--- src/rtl/seq_mul_param.sv ---
// Sequential shift-add multiplier, WIDTH x WIDTH -> 2*WIDTH, unsigned or signed per operation.
// Latency: WIDTH cycles in CALC after the accept edge; product/done valid after edge k+WIDTH.
// Backpressure: none; start is accepted only in IDLE or DONE and ignored while busy.
module seq_mul_param #(
  parameter int WIDTH = 4
) (
  input  logic               clk,
  input  logic               rst,
  input  logic               start,
  input  logic               sgn,
  input  logic [WIDTH-1:0]   a,
  input  logic [WIDTH-1:0]   b,
  output logic [2*WIDTH-1:0] product,
  output logic               busy,
  output logic               done
);

  // Counter width is derived from WIDTH and must not be overridden.
  localparam int CW = $clog2(WIDTH) + 1;
  localparam int PW = 2 * WIDTH;

  typedef enum logic [1:0] {
    IDLE = 2'd0,
    CALC = 2'd1,
    DONE = 2'd2
  } state_t;

  state_t            state;
  state_t            nstate;

  logic [WIDTH-1:0]  mcand;
  logic [WIDTH-1:0]  mplier;
  logic [PW-1:0]     acc;
  logic [CW-1:0]     count;
  logic              neg;

  logic              accept;
  logic              last_iter;
  logic [WIDTH-1:0]  addend;
  logic [WIDTH:0]    carry;
  logic [WIDTH:0]    sum;
  logic [PW-1:0]     acc_next;

  // Magnitude of an operand when it is to be read as a negative signed value.
  // -2^(WIDTH-1) maps onto 2^(WIDTH-1), which still fits the unsigned range.
  function automatic logic [WIDTH-1:0] mag(input logic [WIDTH-1:0] x, input logic s);
    if (s && x[WIDTH-1])
      return ~x + WIDTH'(1);
    else
      return x;
  endfunction

  assign last_iter = (count == CW'(WIDTH - 1));
  assign addend    = mplier[0] ? mcand : '0;

  // Ripple-carry adder: upper accumulator half plus the gated multiplicand.
  always_comb begin
    carry    = '0;
    sum      = '0;
    carry[0] = 1'b0;
    for (int i = 0; i < WIDTH; i++) begin
      sum[i]     = acc[WIDTH + i] ^ addend[i] ^ carry[i];
      carry[i+1] = (acc[WIDTH + i] & addend[i]) | (carry[i] & (acc[WIDTH + i] ^ addend[i]));
    end
    sum[WIDTH] = carry[WIDTH];
  end

  // Carry-out, sum and the shifted-down lower half form the next accumulator.
  assign acc_next = {sum, acc[WIDTH-1:1]};

  // State register.
  always_ff @(posedge clk or posedge rst) begin
    if (rst)
      state <= IDLE;
    else
      state <= nstate;
  end

  // Next-state decode and status outputs.
  always_comb begin
    nstate = state;
    accept = 1'b0;
    busy   = 1'b0;
    done   = 1'b0;
    case (state)
      IDLE: begin
        if (start) begin
          nstate = CALC;
          accept = 1'b1;
        end
      end
      CALC: begin
        busy = 1'b1;
        if (last_iter)
          nstate = DONE;
      end
      DONE: begin
        done = 1'b1;
        if (start) begin
          nstate = CALC;
          accept = 1'b1;
        end else begin
          nstate = IDLE;
        end
      end
      default: nstate = IDLE;
    endcase
  end

  // Operand capture on accept, one shift-add step per CALC cycle.
  always_ff @(posedge clk or posedge rst) begin
    if (rst) begin
      mcand  <= '0;
      mplier <= '0;
      acc    <= '0;
      count  <= '0;
      neg    <= 1'b0;
    end else if (accept) begin
      mcand  <= mag(a, sgn);
      mplier <= mag(b, sgn);
      neg    <= sgn & (a[WIDTH-1] ^ b[WIDTH-1]);
      acc    <= '0;
      count  <= '0;
    end else if (state == CALC) begin
      acc    <= acc_next;
      mplier <= mplier >> 1;
      if (!last_iter)
        count <= count + CW'(1);
    end
  end

  // Result register: updated only on the edge that leaves CALC.
  always_ff @(posedge clk or posedge rst) begin
    if (rst)
      product <= '0;
    else if (state == CALC && last_iter)
      product <= neg ? (~acc_next + PW'(1)) : acc_next;
  end

endmodule
--- config.mk ---
export PLATFORM = sky130hd
export DESIGN_NAME = seq_mul_param
export DESIGN_NICKNAME = d
export VERILOG_FILES = /design/src/rtl/seq_mul_param.sv
export SDC_FILE = /design/constraint.sdc
export NUM_CORES = 1
export LEC_CHECK = 0
export CORE_MARGIN = 1
export CORE_UTILIZATION = 48
export CTS_CLUSTER_DIAMETER = 150
export DETAILED_ROUTE_END_ITERATION = 8
export HOLD_SLACK_MARGIN = 0.05
export PLACE_DENSITY = 0.79
export SYNTH_ARGS = -nofsm -noshare
export SYNTH_HDL_FRONTEND = slang
export SYNTH_SLANG_ARGS = --single-unit
--- constraint.sdc ---
create_clock -name clk -period 2.72 [get_ports clk]
set_clock_uncertainty 0.1 [all_clocks]
set_input_delay 0.544 -clock clk [delete_from_list [all_inputs] [get_ports clk]]
set_output_delay 0.544 -clock clk [all_outputs]
set_load 0.01 [all_outputs]
# Yosys cells after proc, flatten, opt, wreduce, memory -nomap -nowiden
# Index checks and enable logic that the tools add are counted.
totals:
  regBits: 30
  in_bits: 12
  out_inout_bits: 10
  wordCells: 66
classes:
  add_sub_neg: 4
  eq_ne: 6
  n_bitwise: 22
  n_reduce_logical: 8
  n_mux: 19
op_table:
  columns: ["op", "n"]
  rows:
  - ["$mux W8", 3]
  - ["$mux W4", 5]
  - ["$mux W3", 3]
  - ["$add A4 B1 Y4 const B", 2]
  - ["$add A8 B1 Y8 const B", 1]
  - ["$and A1 B1 Y1", 8]
  - ["$not A4 Y4", 2]
  - ["$not A8 Y8", 1]
  - ["$xor A1 B1 Y1", 8]
  - ["$ne A2 B2 Y1 const B", 3]
  - ["$pmux W2 S3", 1]
  - ["$mux W1", 5]
  - ["$mux W2", 2]
  - ["$reduce_and A2 Y1", 2]
  - ["$add A3 B1 Y3 const B", 1]
  - ["$eq A3 B2 Y1 const B", 1]
  - ["$logic_and A1 B1 Y1", 3]
  - ["$or A1 B1 Y1", 3]
  - ["$eq A2 B1 Y1 const B", 1]
  - ["$eq A2 B2 Y1 const B", 1]
  - ["$logic_not A2 Y1", 1]
  - ["$reduce_bool A2 Y1", 1]
  - ["$reduce_or A2 Y1", 1]

# Longest topological paths before layout
# Gate-level depths: netlist of run 1.
logic_depth:
  depth_word: 11
  depth_mapped: 10
  mapped_depth_nobuf: 10

# Least setup slack after synthesis of run 1
# OpenSTA, ideal clock, no wires.
synth_path:
  path_kind: "register to register"
  start: "reg mplier[0]"
  end: "reg product[7]"
  path_buffers: 0
  t_arrival_ns: 2.369
  required_ns: 2.491
  slack_ns: 0.122
  stages_incl_launch_ff: 11
  setup_time_ns: 0.129
  synth_period_minus_slack_ns: 2.598
  cell_sequence: "dfrtp_1 > and2_1 > ha_1 > fa_1 > inv_1 > fa_1 > inv_1 > fa_1 > nor4b_1 > a2111o_1 > nand3_1"
synth_via:
  elab_chain_len: 11
  word_cells_on_any_way: 21
synth_lines:
  columns: ["element", "line_no", "rtl"]
  rows:
  - ["from (decl)", "32", "logic [WIDTH-1:0] mplier;"]
  - ["from (signal assigned)", "120", "mplier <= mag(b, sgn);"]
  - ["from (signal assigned)", "126", "mplier <= mplier >> 1;"]
  - ["$mux W4 *", "54", "assign addend = mplier[0] ? mcand : '0;"]
  - ["$and A1 B1 Y1 or $xor A1 B1 Y1 (tied branches)", "63, 62", null]
  - ["$and A1 B1 Y1", "63", "carry[i+1] = (acc[WIDTH + i] & addend[i]) | (carry[i] & (acc[WIDTH + i] ^ addend[i]));"]
  - ["$or A1 B1 Y1", "63", null]
  - ["$and A1 B1 Y1", "63", null]
  - ["$or A1 B1 Y1", "63", null]
  - ["$and A1 B1 Y1", "63", null]
  - ["$or A1 B1 Y1", "63", null]
  - ["$not A8 Y8", "137", "product <= neg ? (~acc_next + PW'(1)) : acc_next;"]
  - ["$add A8 B1 Y8", "137", null]
  - ["$mux W8 *", "137", null]
  - ["to (signal assigned)", "137", null]
  - ["to (decl)", "13", "output logic [2*WIDTH-1:0] product,"]
# Every way passes the cells marked *; elsewhere a longest branch is shown, timed or not.
# A chain may end at the register's enable or synchronous reset.

# Worst setup path in the final report of run 1
# Same ends and word-level chain as after synthesis.

==> results of run 1 <==
cells in the mapped netlist (3+ instances only):
cell type	n	area share [%]
nand3_1	6	2.0
ha_1	6	4.9
and2_1	3	1.2
mux2i_1	6	3.9
nor2b_1	3	1.2
fa_1	3	3.9
nand2_1	17	4.2
dfrtp_1	29	47
nand3b_1	3	1.5
a22o_1	7	4.0
xor2_1	5	2.9
o21ai_0	13	4.2
inv_1	14	3.4
cell type report:
class	instances	area, um2
clock buffer	7	55.05
fill	288	1189
inverter	15	56.30
sequential	29	725.7
multi-input combinational	99	732.0
timing repair buffer	25	240.2
tap	44	55.05
through the flow:
step	util, %	hold slack (ns)	area [um2]	setup slack, ns	setup TNS, ns
4_1_cts	60.98	0.3876	1862	0.02884	0
3_3_place_gp	58.98	0.3580	1800	0.09772	0
2_1_floorplan	-	0.3383	1535	0.1216	0
3_5_place_dp	58.98	0.3691	1800	-0.04735	-0.04735
6_report	61.07	0.3835	1864	0.1108	0
5_1_grt	61.07	0.4108	1864	0.01674	0
cell families (layout without fill, tap and decap cells):
group                    count (synthesis)  in the layout  share of synthesized area, %
AO/OA/AOI/OAI                           34             34                         15.89
XOR/XNOR                                 6              6                         3.423
buffers and inverters                   21             47                         5.623
adder cells (fa/ha/maj)                  9              9                         8.802
AND/OR/NAND/NOR                         44             44                         15.08
multiplexers                             6              6                         3.912
flip-flops                              29             29                         47.27
where the power goes:
group	switching, uW	leakage (uW)	internal [uW]
clock network	143	0.0000314	122
logic	472	0.000463	446
registers	126	0.000374	610
total	741	0.000868	1180
worst max-delay path: cells and delay by family, from the launching register on:
| family | cells | cell delay, ns |
|---|---|---|
| flops | 1 | 0.41 |
| fa+ha+maj | 4 | 1.21 |
| simple gates | 3 | 0.29 |
| buf+inv | 2 | 0.13 |
| compound gates | 1 | 0.42 |
path summary, 6_finish.rpt:
check,slack [ns],to,depth (start not counted),start
worst max-delay path,0.11,product[7],10,mplier[0]
worst min-delay path,0.38,mcand[3],2,mcand[3]
worst max register to register,0.11,product[7],10,mplier[0]
worst min register to register,0.38,mcand[3],2,mcand[3]
max in group asynchronous,1.76,acc[4],3,rst
min in group asynchronous,0.49,product[5],3,rst
per-layer routing:
layer | GRT usage [%] | wire length [um]
met5 | 0 | 0
met4 | 8.163 | 57
met3 | 5.934 | 110
met2 | 35.14 | 1437
met1 | 21.70 | 1207
flip-flops by register name, summed over array words and instances (netlist names):
name     cells
acc          7
count        3
mcand        4
mplier       4
neg          1
product      8
state        2
timing repair:
item / CTS / global route
setup endpoints to repair: 1 / 2
gates resized for setup: 1 / 1
buffers inserted: 0 / 0
pin swaps: 0 / 1
==> results.toml, run 1 <==
[synthesis]
ys_ff_latch = 29
synth.distinct_cells = 40
synth-edff-count = 0
async_flop_share_pct = 100.0
ys.flop_type = "dfrtp_1"
syn_area_um2 = 1535
synthesis.nets = 170
yosys_warnings = 0
syn_area_per_cell_um2 = 10.30
synth.yosys.seq_area_share_pct = 47.27
syn_inst = 149

[placement]
dp.cells = 212
hpwl_mm = 2.148
port_buffers = 21
place.gp.congestion = 0.8465

[sta]
setup_violations = 0
rsz0062_at_grt = "no"
fin_crit_sh_pct = 95.93
worst_pin_slew_ns = 0.5261
maxSlewViolCount = 0
hold_violations = 0
period_needed_ns = 2.609
slew_headroom_pct = 64.82
fmax_mhz = 383.3

[power_and_ir_drop]
p_total_uw = 1918
leakagePower_uw = 0.0008683
powerDensity_nw_per_um2 = 1029
vdd_drop_max_mv = 0.3829

[global_route]
grt_pass1_wl_mm = 4.961
grt_max_degree = 30
overflow = 0
grt_pass1_vias = 1181
gr-usage-all-layers_pct = 19.65
antenna_found_initial = 0

[floorplanning]
die_y_um = 58.56
floorplan.initialDensity_pct = 50.29
die_w_um = 58.56
core_um2 = 3053
io_pins = 22
die-area_um2 = 3429
rows = 20

[worst_setup_path]
slowest_delay_ns = 0.52
end_kind = "register"
arrival_ns = 2.77
worst-path-max-fanout = 5
criticalPathCategory = "reg2reg"
crit_chain = "and2_1 > ha_1 > fa_2 > inv_1 > fa_1 > inv_1 > fa_1 > nor4b_2 > a2111o_1 > nand3_1"
cp_slowest_cell = "fa_1"
required_ns = 2.88
start_kind = "register"

[cts]
cts_inserted_buffers = 5
cts_buffer_depth = 2
htree_levels = 2
numClockSinks = 29
clock_latency_ns = 0.32
hold_buffers = 0
cts-root-buf = "clkbuf_4"
cts_tree = "done"
clk_pin_slew_ns = 0.09

[cells_and_area]
final_common_cell = "dfrtp_1"
syn_to_final_growth_pct = 21.43
final_cell_mix = "29 x dfrtp_1, 21 x clkdlybuf4s50_1, 17 x nand2_1"
num_antenna_cells = 0
nets = 196
drive_above_1_share_pct = 8.571
fin_cells = 219

[outcome]
outcome = "completed"

[route]
ant_nets = 0
drt-initial-drc-count = 31
vias_per_cell = 5.283
routedWlPerCell_um = 12.84
drcViolationCount = 0
vias = 1157
first_pass_iters = 3
drt-total-wl_mm = 2.811

[hold_path]
worstHoldPathType = "reg2reg"

[job]
drv_cap = 0
(Power assumes the default switching activity.)
==> run 2, diff against run 1 <==
--- a/config.mk
+++ b/config.mk
@@ -5,7 +5,6 @@
 export SDC_FILE = /design/constraint.sdc
 export NUM_CORES = 1
 export LEC_CHECK = 0
-export CORE_MARGIN = 1
 export CORE_UTILIZATION = 48
 export CTS_CLUSTER_DIAMETER = 150
 export DETAILED_ROUTE_END_ITERATION = 8
==> results of run 2 <==
The final DEF is identical to that of run 1; final timing and power are the same.
==> run 3, diff against run 2 <==
--- a/config.mk
+++ b/config.mk
@@ -10,6 +10,7 @@
 export DETAILED_ROUTE_END_ITERATION = 8
 export HOLD_SLACK_MARGIN = 0.05
 export PLACE_DENSITY = 0.79
+export SLEW_MARGIN = 20
 export SYNTH_ARGS = -nofsm -noshare
 export SYNTH_HDL_FRONTEND = slang
 export SYNTH_SLANG_ARGS = --single-unit
==> results of run 3 <==
The final DEF is identical to that of run 1; final timing and power are the same.
